<file path="config.mk">
export PLATFORM = sky130hd
export DESIGN_NAME = miller_frame_assembler_flat
export DESIGN_NICKNAME = d
export VERILOG_FILES = /design/src/rtl/miller_frame_assembler_if.sv /design/src/rtl/miller_frame_assembler.sv /design/src/flat_wrapper.sv
export SDC_FILE = /design/constraint.sdc
export NUM_CORES = 1
export LEC_CHECK = 0
export ABC_AREA = 1
export CAP_MARGIN = 10
export CORE_AREA = 2 2 80 101
export DETAILED_ROUTE_END_ITERATION = 10
export DIE_AREA = 0 0 82 103
export PLACE_DENSITY = 0.79
export SETUP_SLACK_MARGIN = 0.02
export SLEW_MARGIN = 20
export SYNTH_ARGS = -nofsm -noshare
export SYNTH_HDL_FRONTEND = slang
export SYNTH_SLANG_ARGS = --single-unit
</file>
<file path="constraint.sdc">
create_clock -name clk_i -period 2.15 [get_ports clk_i]
set_clock_uncertainty 0.1 [all_clocks]
set_input_delay 0.3225 -clock clk_i [delete_from_list [all_inputs] [get_ports clk_i]]
set_output_delay 0.3225 -clock clk_i [all_outputs]
set_load 0.05 [all_outputs]
</file>
<file path="src/rtl/miller_frame_assembler_if.sv">
// miller_frame_assembler_if: arm/config, decoded-bit stream and byte/status result bundle
interface miller_frame_assembler_if #(
    parameter int LEN_W = 10
);
    logic             arm_i;
    logic             crc_en_i;
    logic [LEN_W-1:0] expected_bits_i;
    logic             form_valid_i;
    logic             form_data_i;
    logic             err_form_i;
    logic             err_lost_i;
    logic             byte_valid_o;
    logic [7:0]       byte_data_o;
    logic             busy_o;
    logic             frame_done_o;
    logic [LEN_W-1:0] frame_len_o;
    logic             crc_ok_o;
    logic [2:0]       err_code_o;
    modport slave (
        input  arm_i, crc_en_i, expected_bits_i, form_valid_i, form_data_i, err_form_i, err_lost_i,
        output byte_valid_o, byte_data_o, busy_o, frame_done_o, frame_len_o, crc_ok_o, err_code_o
    );
    modport master (
        output arm_i, crc_en_i, expected_bits_i, form_valid_i, form_data_i, err_form_i, err_lost_i,
        input  byte_valid_o, byte_data_o, busy_o, frame_done_o, frame_len_o, crc_ok_o, err_code_o
    );
endinterface

</file>
<file path="src/rtl/miller_frame_assembler.sv">
// miller_frame_assembler: packs decoded Miller bits into bytes, checks dummy bit and CRC-16, reports frame status
module miller_frame_assembler #(
    parameter int TIMEOUT_CYC = 4096,
    parameter int LEN_W       = 10
) (
    input logic clk_i,
    input logic rst_i,
    miller_frame_assembler_if.slave bus
);
    localparam int TW = $clog2(TIMEOUT_CYC + 1);
    typedef enum logic [1:0] {IDLE, WAIT_FIRST, RECV, DONE} state_t;
    state_t           state_q;
    logic [LEN_W-1:0] exp_q, len_q, frame_len_q;
    logic             crc_en_q, form_q, lost_q;
    logic [6:0]       sr_q;
    logic [2:0]       bc_q, err_q;
    logic [15:0]      crc_q, crc_d;
    logic [TW-1:0]    tmo_q;
    logic             byte_valid_q, busy_q, done_q, crc_ok_q;
    logic [7:0]       byte_q, nb_d, flush_d;
    logic             form_edge, lost_edge, tmo_hit, dummy_bit, last_bit, crc_match, fin_d;
    logic [2:0]       err_d;
    // error-edge detection, byte/CRC next values and the frame-finish decision with error priority
    always_comb begin
        form_edge = bus.err_form_i & ~form_q;
        lost_edge = bus.err_lost_i & ~lost_q;
        tmo_hit   = !bus.form_valid_i && tmo_q == TW'(TIMEOUT_CYC - 1);
        dummy_bit = len_q == exp_q;
        last_bit  = LEN_W'(len_q + 1'b1) == exp_q;
        nb_d      = {sr_q, bus.form_data_i};
        flush_d   = nb_d << (3'd7 - bc_q);
        crc_d     = {crc_q[14:0], 1'b0} ^ ((crc_q[15] ^ bus.form_data_i) ? 16'h1021 : 16'h0000);
        crc_match = crc_q == 16'h1D0F;
        fin_d     = form_edge || lost_edge || tmo_hit || (bus.form_valid_i && dummy_bit);
        err_d     = form_edge ? 3'd1 : lost_edge ? 3'd2 : tmo_hit ? 3'd3 :
                    !bus.form_data_i ? 3'd4 : (crc_en_q && !crc_match) ? 3'd5 : 3'd0;
    end
    // frame FSM; arm restarts capture from any state and outranks every same-cycle event
    always_ff @(posedge clk_i) begin
        if (rst_i) begin
            state_q      <= IDLE;
            exp_q        <= '0;
            len_q        <= '0;
            frame_len_q  <= '0;
            crc_en_q     <= 1'b0;
            form_q       <= 1'b0;
            lost_q       <= 1'b0;
            sr_q         <= '0;
            bc_q         <= '0;
            err_q        <= '0;
            crc_q        <= 16'hFFFF;
            tmo_q        <= '0;
            byte_valid_q <= 1'b0;
            byte_q       <= 8'h00;
            busy_q       <= 1'b0;
            done_q       <= 1'b0;
            crc_ok_q     <= 1'b0;
        end else begin
            form_q       <= bus.err_form_i;
            lost_q       <= bus.err_lost_i;
            byte_valid_q <= 1'b0;
            done_q       <= 1'b0;
            if (bus.arm_i) begin
                state_q  <= WAIT_FIRST;
                exp_q    <= bus.expected_bits_i == '0 ? LEN_W'(1) : bus.expected_bits_i;
                crc_en_q <= bus.crc_en_i;
                len_q    <= '0;
                sr_q     <= '0;
                bc_q     <= '0;
                crc_q    <= 16'hFFFF;
                tmo_q    <= '0;
                busy_q   <= 1'b1;
            end else begin
                case (state_q)
                    DONE: state_q <= IDLE;
                    WAIT_FIRST, RECV: begin
                        tmo_q <= bus.form_valid_i ? '0 : tmo_q + 1'b1;
                        if (fin_d) begin
                            state_q     <= DONE;
                            busy_q      <= 1'b0;
                            done_q      <= 1'b1;
                            frame_len_q <= len_q;
                            crc_ok_q    <= ~crc_en_q | crc_match;
                            err_q       <= err_d;
                        end else if (bus.form_valid_i) begin
                            state_q <= RECV;
                            sr_q    <= nb_d[6:0];
                            bc_q    <= bc_q + 3'd1;
                            len_q   <= len_q + 1'b1;
                            crc_q   <= crc_d;
                            if (bc_q == 3'd7 || last_bit) begin
                                byte_valid_q <= 1'b1;
                                byte_q       <= flush_d;
                            end
                        end
                    end
                    default: ;
                endcase
            end
        end
    end
    assign bus.byte_valid_o = byte_valid_q;
    assign bus.byte_data_o  = byte_q;
    assign bus.busy_o       = busy_q;
    assign bus.frame_done_o = done_q;
    assign bus.frame_len_o  = frame_len_q;
    assign bus.crc_ok_o     = crc_ok_q;
    assign bus.err_code_o   = err_q;
endmodule
</file>
<file path="src/flat_wrapper.sv">
// flat-port wrapper written by rule: the top's interface ports become plain ports
module miller_frame_assembler_flat 
#(
    parameter int TIMEOUT_CYC = 4096,
    parameter int LEN_W       = 10
)
  (clk_i, rst_i, bus_arm_i, bus_crc_en_i, bus_expected_bits_i, bus_form_valid_i, bus_form_data_i, bus_err_form_i, bus_err_lost_i, bus_byte_valid_o, bus_byte_data_o, bus_busy_o, bus_frame_done_o, bus_frame_len_o, bus_crc_ok_o, bus_err_code_o);
  miller_frame_assembler_if #(.LEN_W(LEN_W)) bus_i ();
  input logic clk_i;
  input logic rst_i;
  input wire logic [$bits(bus_i.arm_i)-1:0] bus_arm_i;
  input wire logic [$bits(bus_i.crc_en_i)-1:0] bus_crc_en_i;
  input wire logic [$bits(bus_i.expected_bits_i)-1:0] bus_expected_bits_i;
  input wire logic [$bits(bus_i.form_valid_i)-1:0] bus_form_valid_i;
  input wire logic [$bits(bus_i.form_data_i)-1:0] bus_form_data_i;
  input wire logic [$bits(bus_i.err_form_i)-1:0] bus_err_form_i;
  input wire logic [$bits(bus_i.err_lost_i)-1:0] bus_err_lost_i;
  output wire logic [$bits(bus_i.byte_valid_o)-1:0] bus_byte_valid_o;
  output wire logic [$bits(bus_i.byte_data_o)-1:0] bus_byte_data_o;
  output wire logic [$bits(bus_i.busy_o)-1:0] bus_busy_o;
  output wire logic [$bits(bus_i.frame_done_o)-1:0] bus_frame_done_o;
  output wire logic [$bits(bus_i.frame_len_o)-1:0] bus_frame_len_o;
  output wire logic [$bits(bus_i.crc_ok_o)-1:0] bus_crc_ok_o;
  output wire logic [$bits(bus_i.err_code_o)-1:0] bus_err_code_o;
  assign bus_i.arm_i = bus_arm_i;
  assign bus_i.crc_en_i = bus_crc_en_i;
  assign bus_i.expected_bits_i = bus_expected_bits_i;
  assign bus_i.form_valid_i = bus_form_valid_i;
  assign bus_i.form_data_i = bus_form_data_i;
  assign bus_i.err_form_i = bus_err_form_i;
  assign bus_i.err_lost_i = bus_err_lost_i;
  assign bus_byte_valid_o = bus_i.byte_valid_o;
  assign bus_byte_data_o = bus_i.byte_data_o;
  assign bus_busy_o = bus_i.busy_o;
  assign bus_frame_done_o = bus_i.frame_done_o;
  assign bus_frame_len_o = bus_i.frame_len_o;
  assign bus_crc_ok_o = bus_i.crc_ok_o;
  assign bus_err_code_o = bus_i.err_code_o;
  miller_frame_assembler #(.TIMEOUT_CYC(TIMEOUT_CYC), .LEN_W(LEN_W)) u_core (.clk_i(clk_i), .rst_i(rst_i), .bus(bus_i));
endmodule
</file>
---- Yosys cells after proc, flatten, opt, wreduce, memory -nomap -nowiden ----
Index checks and enable logic that the tools add are counted.
storage, ports and cells
  flip-flop bits (word level) ............. 89
  output and inout bits ................... 25
operators by class
  add/sub/neg operators ................... 4
  equal/unequal tests ..................... 10
  shifts and indexed selects .............. 1
  multiplexer cells ....................... 17
  bitwise logic cells ..................... 12
  reduce and logical (&&, ||, !) cells .... 24
operators with widths
  kind                                                                      number
  13-bit 2-to-1 mux                                                         2
  10-bit == test                                                            2
  16-bit by 13-bit == test with 1-bit output (second input constant)        1
  16-bit XOR                                                                1
  3-bit 2-to-1 mux                                                          5
  13-bit by 1-bit adder with 13-bit output (second input constant)          1
  13-bit by 12-bit == test with 1-bit output (second input constant)        1
  10-bit by 1-bit adder with 10-bit output (second input constant)          1
  10-bit logical NOT                                                        1
  10-bit 2-to-1 mux                                                         1
  8-bit by 3-bit << shifter with 8-bit output                               1
  1-bit NOT                                                                 7
  1-bit 2-to-1 mux                                                          6
  2-bit AND reduction                                                       3
  3-bit AND reduction                                                       2
  2-bit nonzero test                                                        3
  5-bit AND reduction                                                       1
  5-bit OR reduction                                                        1
  2-bit == test (second input constant)                                     2
  1-bit logical OR                                                          4
  2-bit 2-to-1 mux                                                          2
  4-bit by 3-bit inequality test with 1-bit output (second input constant)  1
  2-bit case mux with 2 select lines                                        1
  2-bit OR reduction                                                        2
  12 further kinds                                                          16

---- Longest topological paths before layout ----
Gate-level depths: netlist of the first run.
  depth after elaboration ................. 8
  mapped depth ............................ 15
  depth with buffers taken out ............ 15

---- Worst setup path after synthesis of the first run ----
Ideal clock, no wire load.
  path type ............................... register to register
  from .................................... register u_core.len_q[1]
  to ...................................... register u_core.byte_q[5], in the netlist u_core.bus.byte_data_o[5]
  setup time .............................. 0.117 ns
  arrival time ............................ 1.591 ns
  setup slack ............................. 0.342 ns
  stages on the path, launching flop included .. 16
  buffers on the path ..................... 1
  period minus slack after synthesis ...... 1.808 ns
  cell sequence ........................... dfxtp_1 > ha_1 > nand2_1 > inv_1 > nand2_1 > nand2_1 > nand2_1 > nor2_1 > nand2_1 > nor2_1 > nand3_1 > nand2_1 > buf_4 > nand3_1 > nand2_1 > nor2_1
on the way
  cells in the longest elaborated chain, start to end .. 5
RTL lines
  element                                                                                           line                          RTL
  start, declared                                                                                   miller_frame_assembler.sv:13  logic [LEN_W-1:0] exp_q, len_q, frame_len_q;
  start signal, assigned                                                                            miller_frame_assembler.sv:89  len_q <= len_q + 1'b1;
  parallel branches: the longest is 4 deep, another holds 10-bit by 1-bit adder with 10-bit output  --
  5-bit AND reduction (no line) (*)                                                                 --
  end signal, assigned                                                                              miller_frame_assembler.sv:93  byte_q <= flush_d;
  end, declared                                                                                     miller_frame_assembler.sv:20  logic [7:0] byte_q, nb_d, flush_d;
Mark *: on every way between the ends.
A chain may end at the register's enable or synchronous reset.

---- Worst setup path after layout of the first run ----
  from .................................... register u_core.len_q[2]
  to ...................................... register u_core.frame_len_q[2], in the netlist u_core.bus.frame_len_o[2]
on the way
  cells in the longest elaborated chain, start to end .. 4
RTL lines
  element                        line                          RTL
  10-bit == test                 miller_frame_assembler.sv:28  dummy_bit = len_q == exp_q;
  1-bit logical AND              miller_frame_assembler.sv:34  fin_d = form_edge || lost_edge || tmo_hit || (bus.form_valid_i && dummy_bit);
  1-bit logical OR               miller_frame_assembler.sv:34
  3-bit AND reduction (no line)  --
  end signal, assigned           miller_frame_assembler.sv:82  frame_len_q <= len_q;
  end, declared                  miller_frame_assembler.sv:13
Several ways; a longest one is shown, not always the timed one.

==> run summary, run 1 <==
overall die width: 82 um
# DRC: 0
Syn-to-layout area delta: 20.9%
sequential-to-total area share from yosys stat: 42.6%
Cells after Synth: 599
outcome: complete, no violations
1st-pass router iterations: 5
initial antenna violation count: 0
Rel. slew slack: 49.2%
CP Max Fanout: 16
clock network power share: 36.0%
main flop type after synthesis: dfxtp_1
Die H: 103 um
Max VDD drop: 496 uV
Synth Net Count: 623
Final setup viols: 0
Power Density: 680 mW/mm^2
Crit. Startpoint: u_core.len_q[2]
via count: 3979
total grt overflow: 0
Sum Neg Setup Slack: 0 ps
#FFs+latches synth: 89
Tcrit/Tclk final: 94.3%
leak pwr: 2.09 nW
top-count cell post-synth: nand2_1
hold path cells: 2
sequential power share: 50.3%
required time of the worst setup path: 2300 ps
CP endpoint kind: flip-flop
layout cells sized above 1: 10.1%
FP Rows: 36
Register-to-Register Path Depth: 8
Fin. Hold Viols: 0
Critical Path AT: 2180 ps
top cells by area, synth: dfxtp_1 43%, nand2_1 11%, o21ai_0 7.2%
I/O Pins: 43
final wirelength: 9.73 mm
CTS tree: yes
Port Buffer Count: 42
GRT Resource Usage Total: 23.9%
clk sink count: 89
hold_buf cts: 0
Num CTS Buffers: 9
die area: 0.00845 mm^2
Max clock buf depth: 2
Hold WC Path Type: reg2reg
area leader, netlist: dfxtp_1
Comb power frac: 13.6%
initial core utilization: 55.3%
vias in the first global route: 3750
Clock Latency Late Sink: 360 ps
Max-cap violations: 0
Tot Pwr: 0.00344 W
ys async rst share: 0%
critical path type: reg2reg
top cells by count, synth: 124 x nand2_1, 89 x dfxtp_1, 74 x nor2_1, 64 x inv_1, 60 x o21ai_0
final net count: 681
Distinct cells, synth: 38
RSZ-0062 raised after global routing: yes
Root Driver: clkbuf_8
synth warn: 0
RD Place Congestion: 0.951
area fraction of the dominant cell type after synthesis: 42.6%
Mapped Avg Cell Area: 6.99 um^2
synthesized area: 0.00419 mm^2
worst r2r src: u_core.len_q[2]
first-pass GRT wire length: 15.8 mm
hpwl dp: 7.22 mm
Reg clk slew, reported paths: 80 ps
Slew Viols, Final: 0
per-cell routed wire length: 12.9 um
largest net degree at the start of global routing: 27
min-delay src: u_core.exp_q[9]
Int Pwr: 0.00253 W
ant diodes: 0
drt via density: 5.26
switching pwr: 0.000909 W
crit start category: flip-flop
Antenna Nets Post-Route: 0
Max Fclk: 493 MHz
core area: 0.00757 mm^2
Switching Share: 26.4%
1st-iter DRT viols: 188
Tmin final: 2030 ps
number of enable flip-flop cells after synthesis: 0
slew at the pin with the worst max-slew slack: 762 ps
final design utilization: 66.9%
htree depth: 3
[power by group through the flow]
stage | Clock [W] | Sequential [W] | Combinational [W]
6_report | 0.00124 | 0.00173 | 0.000469
5_1_grt | 0.00131 | 0.00174 | 0.000516
4_1_cts | 0.00125 | 0.00173 | 0.000462
3_5_place_dp | 0 | 0.00177 | 0.000460
3_3_place_gp | 0 | 0.00177 | 0.000452
2_1_floorplan | 0 | 0.00182 | 0.000251
[per-stage QoR]
step	instance area, um^2	std cells	setup WS (ps)	hold WS (ps)
finish	5060	757	123	377
global route	5060	757	-14.6	382
CTS	5020	756	72.3	377
detailed placement	4810	740	-164	363
global placement	4810	740	-64.1	353
floorplan	4190	599	342	339
[repair_timing]
item	CTS	global route
endpoints found under the setup margin	0	25
setup buffers	0	1
gates resized for setup	0	13
[layer usage]
metal,GRT usage (%),routed length [um]
met5,0,0
met4,9.10,176
met3,4.12,397
met2,43.5,5020
met1,27.5,4140
[kinds of logic (layout without fill, tap and decap cells)]
kind of cell | Yosys count | after routing | synth area share [%]
and+or+nand+nor | 278 | 278 | 28.5
AOI/OAI and AO/OA | 124 | 124 | 15.4
buffers and inverters | 92 | 155 | 9.33
DFF | 89 | 89 | 42.6
xor gates and xnor gates | 10 | 10 | 2.42
adders and majority gates | 6 | 6 | 1.79
[registers in the layout (all words and copies together), names as in the netlist, 2 cells and up]
name                    cells
u_core.bus.frame_len_o     10
u_core.exp_q               10
u_core.sr_q                 7
u_core.crc_q               16
u_core.len_q               10
u_core.bus.byte_data_o      8
u_core.bus.err_code_o       3
u_core.bc_q                 3
u_core.tmo_q               13
u_core.state_q              2
[cells in the final DEF (no fill, tap or decap), types with 6 or more instances in the layout]
master and count:
nand2_1 124, dfxtp_1 85, nor2_1 73, inv_1 62
o21ai_0 60, a21oi_1 51, nand3_1 49, clkdlybuf4s50_1 42
buf_4 28, nor3_1 10, clkbuf_8 9, nand4_1 6
[cell type report]
class | count | area, um^2
fillers | 661 | 2510
multi-input cells | 418 | 2040
flip-flops and latches | 89 | 1790
repair buffers | 71 | 651
inverters | 68 | 258
clock buffers | 11 | 131
well taps | 95 | 119
clock inverters | 5 | 80.1
[worst max-delay path, stage by stage, from the launching register on]
cell      delay [ps]
dfxtp_1          380
buf_4            160
xnor2_1          230
nand3_1          120
nand3b_1         220
nand2_1          130
nand3_2          250
o21ai_0          270
nor2_1            60
[final timing paths]
path / endpoint / slack, ps
worst min register to register: u_core.exp_q[9] / 380
worst max-delay path: u_core.bus.frame_len_o[2] / 120
worst min-delay path: u_core.exp_q[9] / 380
worst max register to register: u_core.bus.frame_len_o[2] / 120
No activity file was read; power rests on OpenSTA's default activity.
==> run 2: changes to the inputs <==
--- a/config.mk
+++ b/config.mk
@@ -8,6 +8,8 @@
 export ABC_AREA = 1
 export CAP_MARGIN = 10
 export CORE_AREA = 2 2 80 101
+export CTS_CLUSTER_DIAMETER = 80
+export CTS_CLUSTER_SIZE = 40
 export DETAILED_ROUTE_END_ITERATION = 10
 export DIE_AREA = 0 0 82 103
 export PLACE_DENSITY = 0.79
==> results of run 2 <==
Final layout, timing and power as in run 1 (identical DEF).
